--- src/rtl/cosim_pkg.sv ---
// Shared sizing helpers for the co-simulation change monitor.
package cosim_pkg;

  localparam int DROP_W = 16;

  // Index width that stays legal for a single channel.
  function automatic int idx_w(input int n);
    return (n > 1) ? $clog2(n) : 1;
  endfunction

  function automatic int event_w(input int nch, input int w, input int ts_w);
    return idx_w(nch) + w + ts_w;
  endfunction

endpackage

--- src/rtl/cosim_event_fifo.sv ---
// Synchronous first-word-fall-through event FIFO with occupancy output.
module cosim_event_fifo #(
  parameter int DEPTH = 8,
  parameter int WIDTH = 8
) (
  input  logic                   clk,
  input  logic                   rst,
  input  logic                   push,
  input  logic [WIDTH-1:0]       push_data,
  input  logic                   pop,
  output logic [WIDTH-1:0]       head,
  output logic                   valid,
  output logic                   full,
  output logic [$clog2(DEPTH):0] count
);

  localparam int AW = $clog2(DEPTH);

  logic [WIDTH-1:0] mem [DEPTH];
  logic [AW-1:0]    wr_ptr;
  logic [AW-1:0]    rd_ptr;
  logic             do_push;
  logic             do_pop;

  assign valid   = (count != '0);
  assign full    = (count == (AW+1)'(DEPTH));
  assign do_pop  = pop && valid;
  assign do_push = push && !full;
  assign head    = mem[rd_ptr];

  always_ff @(posedge clk or posedge rst) begin
    if (rst) begin
      wr_ptr <= '0;
      rd_ptr <= '0;
      count  <= '0;
    end else begin
      if (do_push) wr_ptr <= wr_ptr + 1'b1;
      if (do_pop)  rd_ptr <= rd_ptr + 1'b1;
      case ({do_push, do_pop})
        2'b10:   count <= count + 1'b1;
        2'b01:   count <= count - 1'b1;
        default: ;
      endcase
    end
  end

  always_ff @(posedge clk) begin
    if (do_push) mem[wr_ptr] <= push_data;
  end

endmodule

--- src/rtl/cosim_change_monitor.sv ---
// Watches NCH values, timestamps changes and queues {chan,value,time} events
// for the co-sim host to drain through a valid/ready port.
module cosim_change_monitor
  import cosim_pkg::*;
#(
  parameter int NCH      = 4,
  parameter int W        = 32,
  parameter int DEPTH    = 8,
  parameter int TS_W     = 32,
  parameter int COALESCE = 1
) (
  input  logic                      clk,
  input  logic                      rst,
  input  logic [NCH*W-1:0]          ch_value,
  input  logic [NCH-1:0]            ch_enable,
  output logic                      ev_valid,
  input  logic                      ev_ready,
  output logic [idx_w(NCH)-1:0]     ev_chan,
  output logic [W-1:0]              ev_value,
  output logic [TS_W-1:0]           ev_time,
  output logic [$clog2(DEPTH):0]    ev_count,
  output logic [DROP_W-1:0]         drop_count
);

  localparam int CHAN_W = idx_w(NCH);
  localparam int EV_W   = event_w(NCH, W, TS_W);

  logic [TS_W-1:0]   ts;
  logic              armed;
  logic [W-1:0]      prev_q [NCH];
  logic [NCH-1:0]    chg;

  logic [NCH-1:0]    pend_p0;
  logic [W-1:0]      pend_val_p0 [NCH];
  logic [TS_W-1:0]   pend_ts_p0 [NCH];

  logic [CHAN_W-1:0] rr_ptr;
  logic [CHAN_W-1:0] cand;
  logic              grant_vld;
  logic [CHAN_W-1:0] grant_idx;
  logic [NCH-1:0]    gnt_oh;
  logic [NCH-1:0]    drop_vec;
  int unsigned       n_drop;

  logic [EV_W-1:0]   push_data;
  logic [EV_W-1:0]   head;
  logic              fifo_valid;
  logic              fifo_full;
  logic [CHAN_W-1:0] head_chan;
  logic [W-1:0]      head_value;
  logic [TS_W-1:0]   head_time;

  function automatic logic [CHAN_W-1:0] next_idx(input logic [CHAN_W-1:0] i);
    return (i == CHAN_W'(NCH-1)) ? '0 : i + 1'b1;
  endfunction

  function automatic logic [DROP_W-1:0] sat_add(input logic [DROP_W-1:0] a,
                                                input int unsigned n);
    logic [DROP_W:0] s;
    s = {1'b0, a} + (DROP_W+1)'(n);
    return s[DROP_W] ? '1 : s[DROP_W-1:0];
  endfunction

  always_comb begin
    chg = '0;
    for (int i = 0; i < NCH; i++)
      chg[i] = armed && ch_enable[i] && (ch_value[i*W +: W] != prev_q[i]);
  end

  // Round-robin grant; a full FIFO holds every pending entry in place.
  always_comb begin
    grant_vld = 1'b0;
    grant_idx = '0;
    cand      = rr_ptr;
    for (int k = 0; k < NCH; k++) begin
      if (!fifo_full && !grant_vld && pend_p0[cand]) begin
        grant_vld = 1'b1;
        grant_idx = cand;
      end
      cand = next_idx(cand);
    end
  end

  always_comb begin
    gnt_oh   = '0;
    drop_vec = '0;
    n_drop   = 0;
    for (int i = 0; i < NCH; i++) begin
      gnt_oh[i]   = grant_vld && (grant_idx == CHAN_W'(i));
      drop_vec[i] = chg[i] && pend_p0[i] && !gnt_oh[i];
      n_drop      = n_drop + 32'(drop_vec[i]);
    end
  end

  // Stage p0: detection into the per-channel pending slot
  always_ff @(posedge clk or posedge rst) begin
    if (rst) begin
      ts         <= '0;
      armed      <= 1'b0;
      pend_p0    <= '0;
      rr_ptr     <= '0;
      drop_count <= '0;
      for (int i = 0; i < NCH; i++) prev_q[i] <= '0;
    end else begin
      ts         <= ts + 1'b1;
      armed      <= 1'b1;
      drop_count <= sat_add(drop_count, n_drop);
      if (grant_vld) rr_ptr <= next_idx(grant_idx);
      for (int i = 0; i < NCH; i++) begin
        prev_q[i] <= ch_value[i*W +: W];
        if (chg[i])         pend_p0[i] <= 1'b1;
        else if (gnt_oh[i]) pend_p0[i] <= 1'b0;
      end
    end
  end

  // A free slot keeps the first-change time; coalescing only refreshes the value.
  always_ff @(posedge clk) begin
    for (int i = 0; i < NCH; i++) begin
      if (chg[i]) begin
        if (!pend_p0[i] || gnt_oh[i]) begin
          pend_val_p0[i] <= ch_value[i*W +: W];
          pend_ts_p0[i]  <= ts;
        end else if (COALESCE != 0) begin
          pend_val_p0[i] <= ch_value[i*W +: W];
        end
      end
    end
  end

  // Stage p1: granted pending entry enters the event FIFO
  assign push_data = {grant_idx, pend_val_p0[grant_idx], pend_ts_p0[grant_idx]};

  cosim_event_fifo #(
    .DEPTH (DEPTH),
    .WIDTH (EV_W)
  ) u_fifo (
    .clk       (clk),
    .rst       (rst),
    .push      (grant_vld),
    .push_data (push_data),
    .pop       (ev_ready),
    .head      (head),
    .valid     (fifo_valid),
    .full      (fifo_full),
    .count     (ev_count)
  );

  assign {head_chan, head_value, head_time} = head;
  assign ev_valid = fifo_valid;
  assign ev_chan  = fifo_valid ? head_chan  : '0;
  assign ev_value = fifo_valid ? head_value : '0;
  assign ev_time  = fifo_valid ? head_time  : '0;

endmodule
--- config.mk ---
export PLATFORM = sky130hd
export DESIGN_NAME = cosim_change_monitor
export DESIGN_NICKNAME = d
export VERILOG_FILES = /design/src/rtl/cosim_pkg.sv /design/src/rtl/cosim_event_fifo.sv /design/src/rtl/cosim_change_monitor.sv
export SDC_FILE = /design/constraint.sdc
export NUM_CORES = 1
export LEC_CHECK = 0
export CAP_MARGIN = 15
export CELL_PAD_IN_SITES_DETAIL_PLACEMENT = 1
export CELL_PAD_IN_SITES_GLOBAL_PLACEMENT = 2
export CORE_MARGIN = 3
export CORE_UTILIZATION = 35
export CTS_BUF_LIST = sky130_fd_sc_hd__clkbuf_4
export CTS_CLUSTER_SIZE = 25
export DETAILED_ROUTE_END_ITERATION = 10
export PLACE_DENSITY = 0.63
export SYNTH_ARGS = -nofsm -noshare
export SYNTH_HDL_FRONTEND = slang
export SYNTH_SLANG_ARGS = --single-unit
--- constraint.sdc ---
create_clock -name clk -period 15.85 [get_ports clk]
set_clock_uncertainty 0.15 [all_clocks]
set_input_delay 1.585 -clock clk [delete_from_list [all_inputs] [get_ports clk]]
set_output_delay 1.585 -clock clk [all_outputs]
set_load 0.02 [all_outputs]
==> run_results.csv <==
group,metric,value,unit
outcome,outcome,"finished, final reports clean",
cts,htreeDepth,5,
placement,placed_cells_incl_taps,3862,
sta,finalHoldViolations,0,
die,core,0.111,sq mm
sta,grt_setup_unrepaired,"false",
global_routing,antenna_found_initial,9,
sta,totalNegativeSetupSlack,0,ns
drt,drt_iter0_drc,1615,
die,chipHeight,341,um
global_routing,grt.overflow.total,0,
placement,port_buffer_cells,221,
critical_path,cp-end-kind,"output pin",
sta,final.min_clock_period,6.71,ns
synth,netlist.top_cell.by_area,"sky130_fd_sc_hd__edfxtp_1",
drt,firstDrtPassIters,5,
pwr,irDropWorstVdd,0.315,mV
synth,yosysUniqueCellTypes,56,
cells_and_area,area.growth.synth_to_final,19.4,%
cells_and_area,layoutNonFillerInstCount,4346,
placement,post-dp-hpwl,64400,um
synth,synthDominantCellAreaShare,0.601,
cts,postCtsSetupBuffers,0,
die,die_area,0.116,sq mm
drt,drc,0,
cts,worst_skew_pair.late_latency,1.16,ns
global_routing,grt_max_degree,194,
synth,ys_dominant_reg_cell,"sky130_fd_sc_hd__edfxtp_1",
die,fp.dieW,341,um
pwr,power_density,259,mW/mm^2
cts,cts_inserted_buffers,285,
synth,synthesis.instances,2243,
sta,worst-slew-pin-transition,1.15,ns
cells_and_area,final_cell_mix,"sky130_fd_sc_hd__edfxtp_1, sky130_fd_sc_hd__clkbuf_4, sky130_fd_sc_hd__clkdlybuf4s50_1",
cells_and_area,nNetsFinal,2811,
sta,finalCritPeriodShare,0.423,
synth,synth_enable_flop_cells,784,
sta,slew_violations,0,
critical_path,crit_path_max_fanout,41,
critical_path,critical_path_class,"reg -> out",
cells_and_area,mostFrequentLayoutCell,"sky130_fd_sc_hd__edfxtp_1",
critical_path,worst_ep_arrival_time,4.97,ns
die,num_rows,122,
critical_path,critPathRequiredTime,14.12,ns
global_routing,global_route_wire_length_before_repair,159000,um
sta,max_clock_freq,149,MHz
flow_run,maxCapViolCount,0,
cts,clkSlewWorstSetupHoldPaths,0.06,ns
placement,finalWeightedCongestion,0.771,
synth,synth_nets,2392,
drt,drtAntennaViolNets,0,
cts,cts_num_sinks,977,
drt,finalWirelength,106000,um
die,initial_utilization,0.354,
synth,synth.ff_latch_count,977,
die,io-pin-count,222,
synth,syn_avg_cell_area,17.5,sq um
drt,post_drt_via_cell_ratio,5.08,
cts,tritoncts,"done",
critical_path,critical_path.startpoint_type,"flop",
cts,clockRootBuffer,"sky130_fd_sc_hd__clkbuf_4",
synth,netlist_area,0.0392,sq mm
sta,relative_slew_slack,0.212,
sta,setup_viols_final,0,
cells_and_area,layout-drive-gt1-share,0.242,
drt,wl_per_cell,24.4,um
cts,ctsResizeCount,0,
global_routing,first_global_vias,24400,
cts,cts-hold-fix-buffers,0,
drt,vias,22100,
synth,synthesis.yosys.warnings,0,
min_path,timing.hold.worst.class,"reg -> reg",
synth,netlist_top_cells_area,"sky130_fd_sc_hd__edfxtp_1, sky130_fd_sc_hd__dfrtp_1, sky130_fd_sc_hd__mux4_2",
cts,clock_tree.buffer_depth,4,
synth,async_reset_ff_frac,0.198,
synth,yosysSeqAreaShare,0.724,
pwr,leakage,16.8,nW
global_routing,grt.total_usage,0.184,
## sequential cells by signal, indices dropped and copies added, names as in the netlist
signal and flops:
u_fifo.mem 528, pend_ts_p0 128, pend_val_p0 128, prev_q 128
ts 32, drop_count 16, pend_p0 4, u_fifo.count 4
u_fifo.rd_ptr 3, u_fifo.wr_ptr 3, rr_ptr 2, armed 1
## power by group
| group | internal (W) | switching [W] | total (W) |
|---|---|---|---|
| clock network | 0.00131 | 0.00104 | 0.00235 |
| logic | 0.00169 | 0.00337 | 0.00506 |
| registers | 0.00441 | 0.000313 | 0.00472 |
| total | 0.00741 | 0.00472 | 0.0121 |
## final cells by class
class	count	area, sq um
Antenna cell	7	17.5
Clock buffer	430	3230
Clock inverter	46	318
Fill cell	11100	64000
Inverter	88	339
Multi-Input combinational cell	1048	10100
Sequential cell	977	28400
Tap cell	1488	1860
Timing Repair Buffer	262	2550
## layer usage
layer / vias to the layer above / track usage / wire [um]
li1: 9758 / - / -
met1: 11500 / 0.249 / 47300
met2: 627 / 0.296 / 51400
met3: 154 / 0.0416 / 5370
met4: 2 / 0.0577 / 2130
met5: - / 0 / 13
## path summary, 6_finish.rpt
check / end / slack [ns] / cells past startpoint / start
worst min-delay path: pend_ts_p0[0][13] / 0.39 / 0 / ts[13]
worst max-delay path: ev_time[26] / 9.14 / 6 / u_fifo.rd_ptr[0]
worst max register to register: drop_count[6] / 9.61 / 14 / rr_ptr[0]
max in group asynchronous: prev_q[39] / 13.36 / 3 / rst
worst min register to register: pend_ts_p0[0][13] / 0.39 / 0 / ts[13]
min in group asynchronous: ts[27] / 0.84 / 2 / rst
## cells in the mapped netlist, types with 11 or more instances
cell type,n
sky130_fd_sc_hd__clkbuf_1,85
sky130_fd_sc_hd__nand3_1,20
sky130_fd_sc_hd__inv_1,87
sky130_fd_sc_hd__and4_1,11
sky130_fd_sc_hd__buf_1,20
sky130_fd_sc_hd__xor2_1,115
sky130_fd_sc_hd__mux2i_1,131
sky130_fd_sc_hd__dfrtp_1,193
sky130_fd_sc_hd__a311oi_2,30
sky130_fd_sc_hd__nor2_1,146
sky130_fd_sc_hd__a311oi_1,35
sky130_fd_sc_hd__buf_2,20
sky130_fd_sc_hd__xnor2_1,61
sky130_fd_sc_hd__nand2_1,31
sky130_fd_sc_hd__nor4_1,91
sky130_fd_sc_hd__a32oi_1,64
sky130_fd_sc_hd__edfxtp_1,784
sky130_fd_sc_hd__and2_1,66
sky130_fd_sc_hd__nand4_1,23
sky130_fd_sc_hd__mux4_2,134
## critical path: stages, from the launching register on
cell and delay (ns):
sky130_fd_sc_hd__dfrtp_4 0.85, sky130_fd_sc_hd__buf_4 0.79, sky130_fd_sc_hd__buf_4 0.61, sky130_fd_sc_hd__mux4_2 0.59, sky130_fd_sc_hd__mux2i_1 0.33, sky130_fd_sc_hd__nor2_1 0.07
sky130_fd_sc_hd__clkdlybuf4s50_1 0.56
## metrics by stage
step | hold slack (ns) | area [sq um] | total power, W | worst slack, ns | utilization
detailed placement | 0.387 | 43200 | 0.00991 | 9.48 | 0.390
finish | 0.391 | 46800 | 0.0121 | 9.14 | 0.422
global placement | 0.371 | 43200 | 0.00970 | 9.71 | 0.390
global route | 0.430 | 46800 | 0.0128 | 8.63 | 0.422
floorplan | 0.326 | 39200 | 0.00773 | 6.51 | -
CTS | 0.369 | 46700 | 0.0123 | 8.78 | 0.422
## logic make-up after synthesis
family	share of synthesized area
adder cells (fa/ha/maj)	0.00524
AO/OA/AOI/OAI	0.0404
XOR/XNOR	0.0393
AND/OR/NAND/NOR	0.0567
buffers and inverters	0.0225
other	0.0000957
multiplexers	0.112
flip-flops	0.724
Note: power is estimated with default switching activity, not from simulation.
